[src/rtl/mem_arbiter.sv]
// Two-requester round-robin arbiter sharing one memory port, with an in-order
// read-tracking FIFO that steers each returning response to its requester.
module mem_arbiter #(
    parameter int unsigned ADDR_W          = 32,
    parameter int unsigned DATA_W          = 32,
    parameter int unsigned MAX_OUTSTANDING = 4
) (
    input  logic                              clk,
    input  logic                              rst,

    input  logic                              m0_valid,
    output logic                              m0_ready,
    input  logic                              m0_write_en,
    input  logic [DATA_W/8-1:0]               m0_byte_en,
    input  logic [ADDR_W-1:0]                 m0_addr,
    input  logic [DATA_W-1:0]                 m0_wdata,
    output logic [DATA_W-1:0]                 m0_rdata,
    output logic                              m0_rvalid,

    input  logic                              m1_valid,
    output logic                              m1_ready,
    input  logic                              m1_write_en,
    input  logic [DATA_W/8-1:0]               m1_byte_en,
    input  logic [ADDR_W-1:0]                 m1_addr,
    input  logic [DATA_W-1:0]                 m1_wdata,
    output logic [DATA_W-1:0]                 m1_rdata,
    output logic                              m1_rvalid,

    output logic                              s_valid,
    input  logic                              s_ready,
    output logic                              s_write_en,
    output logic [DATA_W/8-1:0]               s_byte_en,
    output logic [ADDR_W-1:0]                 s_addr,
    output logic [DATA_W-1:0]                 s_wdata,
    input  logic [DATA_W-1:0]                 s_rdata,
    input  logic                              s_rvalid,

    output logic [$clog2(MAX_OUTSTANDING):0]  outstanding,
    output logic                              resp_err
);

    localparam int unsigned PTR_W = $clog2(MAX_OUTSTANDING);
    localparam int unsigned CNT_W = PTR_W + 1;
    localparam logic [CNT_W-1:0] FULL_CNT = CNT_W'(MAX_OUTSTANDING);

    localparam logic [0:0] ST_IDLE   = 1'b0;
    localparam logic [0:0] ST_LOCKED = 1'b1;

    logic [0:0]                 state_q, state_d;
    logic                       owner_q, owner_d;
    logic                       last_q, last_d;
    logic [MAX_OUTSTANDING-1:0] id_q;
    logic [PTR_W-1:0]           wptr_q, wptr_d;
    logic [PTR_W-1:0]           rptr_q, rptr_d;
    logic [CNT_W-1:0]           count_q, count_d;
    logic                       resp_err_q, resp_err_d;

    logic fifo_full;
    logic fifo_empty;
    logic elig0, elig1;
    logic grant, have_grant;
    logic sel_valid, sel_write_en;
    logic accept, push, pop, head;

    assign fifo_full  = (count_q == FULL_CNT);
    assign fifo_empty = (count_q == '0);

    // Reads need a free tracking slot; writes never consume one.
    assign elig0 = m0_valid && (m0_write_en || !fifo_full);
    assign elig1 = m1_valid && (m1_write_en || !fifo_full);

    always_comb begin
        grant      = 1'b0;
        have_grant = 1'b0;
        if (state_q == ST_LOCKED) begin
            grant      = owner_q;
            have_grant = 1'b1;
        end else if (elig0 && elig1) begin
            grant      = ~last_q;
            have_grant = 1'b1;
        end else if (elig0) begin
            grant      = 1'b0;
            have_grant = 1'b1;
        end else if (elig1) begin
            grant      = 1'b1;
            have_grant = 1'b1;
        end
    end

    always_comb begin
        sel_valid    = grant ? m1_valid    : m0_valid;
        sel_write_en = grant ? m1_write_en : m0_write_en;
        s_byte_en    = grant ? m1_byte_en  : m0_byte_en;
        s_addr       = grant ? m1_addr     : m0_addr;
        s_wdata      = grant ? m1_wdata    : m0_wdata;
    end

    // A locked read keeps its grant while the FIFO is full but is not presented.
    assign s_valid    = !rst && have_grant && sel_valid && (sel_write_en || !fifo_full);
    assign s_write_en = sel_write_en;
    assign accept     = s_valid && s_ready;
    assign m0_ready   = accept && !grant;
    assign m1_ready   = accept &&  grant;

    assign push = accept && !sel_write_en;
    assign pop  = s_rvalid && !fifo_empty;
    assign head = id_q[rptr_q];

    assign m0_rvalid   = !rst && pop && !head;
    assign m1_rvalid   = !rst && pop &&  head;
    assign m0_rdata    = s_rdata;
    assign m1_rdata    = s_rdata;
    assign outstanding = count_q;
    assign resp_err    = resp_err_q;

    always_comb begin
        state_d = state_q;
        owner_d = owner_q;
        last_d  = last_q;
        if (accept) begin
            state_d = ST_IDLE;
            last_d  = grant;
        end else if (have_grant) begin
            state_d = ST_LOCKED;
            owner_d = grant;
        end
    end

    always_comb begin
        wptr_d     = push ? wptr_q + 1'b1 : wptr_q;
        rptr_d     = pop  ? rptr_q + 1'b1 : rptr_q;
        count_d    = count_q;
        resp_err_d = resp_err_q;
        case ({push, pop})
            2'b10:   count_d = count_q + 1'b1;
            2'b01:   count_d = count_q - 1'b1;
            default: count_d = count_q;
        endcase
        if (s_rvalid && fifo_empty) begin
            resp_err_d = 1'b1;
        end
    end

    always_ff @(posedge clk) begin
        if (rst) begin
            state_q    <= ST_IDLE;
            owner_q    <= 1'b0;
            last_q     <= 1'b1;
            wptr_q     <= '0;
            rptr_q     <= '0;
            count_q    <= '0;
            resp_err_q <= 1'b0;
        end else begin
            state_q    <= state_d;
            owner_q    <= owner_d;
            last_q     <= last_d;
            wptr_q     <= wptr_d;
            rptr_q     <= rptr_d;
            count_q    <= count_d;
            resp_err_q <= resp_err_d;
        end
    end

    // Slot contents are only meaningful between push and pop, so no reset needed.
    always_ff @(posedge clk) begin
        if (!rst && push) begin
            id_q[wptr_q] <= grant;
        end
    end

endmodule

[config.mk]
export PLATFORM = sky130hd
export DESIGN_NAME = mem_arbiter
export DESIGN_NICKNAME = d
export VERILOG_FILES = /design/src/rtl/mem_arbiter.sv
export SDC_FILE = /design/constraint.sdc
export NUM_CORES = 1
export LEC_CHECK = 0
export ABC_AREA = 1
export BUFFER_PORTS_ARGS = -buffer_cell sky130_fd_sc_hd__buf_2
export CORE_AREA = 2 2 123 125
export DETAILED_ROUTE_END_ITERATION = 12
export DIE_AREA = 0 0 125 127
export SLEW_MARGIN = 20
export SYNTH_ARGS = -nofsm -noshare
export SYNTH_HDL_FRONTEND = slang
export SYNTH_SLANG_ARGS = --single-unit
[constraint.sdc]
create_clock -name clk -period 6.46 [get_ports clk]
set_input_delay 0.969 -clock clk [delete_from_list [all_inputs] [get_ports clk]]
set_output_delay 0.969 -clock clk [all_outputs]
set_load 0.1 [all_outputs]
==> run_results.csv <==
group,metric,value,unit
final_layout,area_growth_syn_to_layout,40.5,%
sta,period_share,66.0,%
placed_design,post_dp_cell_area,0.00302,mm²
sta,layout_min_cycle_time,4.26,ns
placed_design,dp_hpwl,8320,µm
sta,hold_viol,0,
final_layout,final_cells,733,
detailed_routing,dr.pass1.iters,4,
sta,rsz0062_at_grt,"no",
clocking,h-tree-depth,1,
floorplanning,fp.dieW,125,µm
placed_design,place_congestion,0.789,
sta,fin_ws,2.20,ns
global_route,antenna_found_initial,0,
global_route,grt_pass1_wl,13900,µm
detailed_routing,drt_iter0_markers,114,
placed_design,dpl_worst_slack,2.20,ns
final_layout,final_core_util,21.5,%
global_route,grt_pass1_vias,2474,
detailed_routing,wirelength,9630,µm
sta,tightest_slew,0.729,ns
global_route,track_usage,11.0,%
final_layout,multiInputGateArea,0.00122,mm²
power,peakVddDrop,152,µV
clocking,ctsResizeCount,0,
critical_path,crit_required,5.49,ns
critical_path,r2r-end,"outstanding[2]",
flow_run,cap_violations,0,
floorplanning,core_area,0.0144,mm²
critical_path,slowest_stage,"buf_4",
critical_path,end_kind,"primary output",
power,power,1.11,mW
synth,ys_warn_count,0,
synth,yosys-top-cells-area,"nand2_1 (38%), buf_4 (22%), dfxtp_1 (10%)",
detailed_routing,wire_per_inst,13.1,µm
clocking,cts_tree,"done",
floorplanning,die_h,127,µm
global_route,grt_overflow,0,
detailed_routing,via_per_inst,3.80,
clocking,cts_buffers,3,
critical_path,path_class,"input port to primary output",
sta,fin_skew,0.00243,ns
clocking,postCtsSetupRepairBufs,0,
critical_path,path_cells,"buf_2 -> inv_1 -> nand3_2 -> nand3_2 -> nand3_4 -> inv_2 -> buf_4 -> nand2_1 -> nand2_1 -> buf_2",
sta,max_freq,235,MHz
synth,syn_nets,582,
critical_path,rrSetupSlack,3.64,ns
critical_path,crit_buf_inv,5,
floorplanning,die_area,0.0159,mm²
placed_design,post-place-cells,729,
clocking,numClockSinks,15,
clocking,clkTransAtPathRegs,0.05,ns
critical_path,cp.depth,10,
sta,setup_tns,0,ns
synth,ys_seq_area_share,15.5,%
critical_path,worst_ep_arrival_time,3.29,ns
floorplanning,ios,318,
hold_path,worstHoldPathCells,2,
critical_path,r2r_cells,16,
sta,setup_violations,0,
synth,syn-mean-instance-area,5.51,µm²
clocking,ctsHoldBuffers,0,
synth,netlist.area_leader.share,37.8,%
critical_path,crit_fanout,75,
synth,async_flop_share,0,%
synth,netlist_instances,400,
critical_path,critPathTopFamily,"buffers and inverters",
synth,synth_edf_count,4,
final_layout,drive_above_1_share,43.2,%
final_layout,fillers,1697,
detailed_routing,vias,2782,
hold_path,hold_start,"resp_err",
critical_path,start_kind,"input port",
detailed_routing,ant_nets,0,
final_layout,antennaDiodeCount,0,
final_layout,layout.nets,732,
placed_design,io_buffer_count,221,
synth,ys_types,26,
hold_path,min_to,"resp_err",
hold_path,min_path_type,"flip-flop to flip-flop",
synth,synth-seq-cells,15,
clocking,clockBufferDepth,2,
floorplanning,rows,44,
critical_path,timing.rr.start,"outstanding[0]",
final_layout,ff_latch_area,340,µm²
synth,syn_area,0.00220,mm²
synth,synth_top_cell_by_area,"nand2_1",
clocking,clock_latency,0.24,ns
sta,drv_slew,0,
floorplanning,initial_core_util,15.3,%
detailed_routing,drc,0,
global_route,grt_max_degree,76,
final_layout,final_cell_area,0.00309,mm²
sta,worst_hold_slack,0.446,ns
sta,relSlewSlack,51.4,%
critical_path,slowest_delay,0.59,ns
synth,ys.flop_type,"dfxtp_1",
run_status,outcome,"completed",
power,power_density,359,mW/mm²
clocking,clock-root-buffer,"clkbuf_16",
power,p_leak,1.97,nW
## metal layers
layer | track usage, % | wire, µm
met2 | 18.0 | 4580
met3 | 4.31 | 1010
met5 | 0 | 0
met4 | 1.24 | 69
met1 | 14.3 | 3970
## registers in the layout (all words and copies together) (netlist names)
signal / flops
id_q: 4
outstanding: 3
owner_q: 1
last_q: 1
rptr_q: 2
resp_err: 1
wptr_q: 2
state_q: 1
## cells in the final DEF, fill, tap and decap left out
cell type / netlist / final
or2_2: 1 / 1
nand3b_1: 1 / 1
clkbuf_16: 0 / 3
nor3_1: 1 / 1
dfxtp_1: 11 / 11
nand4_4: 1 / 1
inv_1: 25 / 25
and2_1: 1 / 1
nand4_1: 2 / 2
nor2_1: 17 / 17
nand3_1: 4 / 4
buf_2: 4 / 221
o22ai_1: 1 / 1
edfxtp_1: 4 / 4
nor2_4: 2 / 2
and3_1: 1 / 1
clkbuf_1: 10 / 1
ha_1: 5 / 5
nand3_4: 1 / 1
inv_2: 2 / 2
nand2_1: 222 / 222
buf_4: 64 / 2
a21oi_1: 8 / 8
nand2_2: 1 / 1
fa_1: 1 / 1
nand3_2: 3 / 3
o21ai_0: 7 / 7
## how the worst max path moves through the flow
stage	start	endpoint	slack, ns
4_1_cts	m1_write_en	m1_ready	2.20
3_5_place_dp	m1_write_en	m1_ready	2.20
3_3_place_gp	m1_write_en	s_wdata[30]	2.19
2_1_floorplan	outstanding[2]	m0_rvalid	2.05
5_1_grt	m1_write_en	m1_ready	1.92
6_report	m0_write_en	s_wdata[24]	2.20
## kinds of logic after synthesis
family                     after synthesis  share of synthesized area (%)
adders and majority gates                6                           3.75
buffers and inverters                  105                           29.0
DFF                                     15                           15.5
AOI/OAI and AO/OA                       16                           3.69
and+or+nand+nor                        258                           48.1
## area by class of cell
cell class | count | area share (%)
multi-input cells | 280 | 39.5
repair buffers | 223 | 36.2
flip-flops and latches | 15 | 11.0
well taps | 184 | 7.44
inverters | 27 | 3.28
clock buffers | 4 | 2.55
## report_power, final
| group | internal [mW] | switching [mW] | leakage, nW |
|---|---|---|---|
| combinational | 0.134 | 0.746 | 1.80 |
| clock | 0.0833 | 0.0347 | 0.0382 |
| sequential | 0.106 | 0.00680 | 0.127 |
## cells in the mapped netlist (2+ instances only)
cell type	n
nand2_1	222
buf_4	64
nor2_4	2
nor2_1	17
buf_2	4
o21ai_0	7
inv_1	25
clkbuf_1	10
nand4_1	2
a21oi_1	8
inv_2	2
nand3_1	4
ha_1	5
edfxtp_1	4
nand3_2	3
dfxtp_1	11
## worst reg2reg max path, delay by kind of cell, from the launching register on
| family | cells | cell delay [ns] |
|---|---|---|
| AO/OA/AOI/OAI | 4 | 0.47 |
| adder cells (fa/ha/maj) | 2 | 0.55 |
| buffers and inverters | 2 | 0.11 |
| flip-flops | 1 | 0.34 |
| AND/OR/NAND/NOR | 8 | 1.24 |
Note: power is estimated with default switching activity, not from simulation.
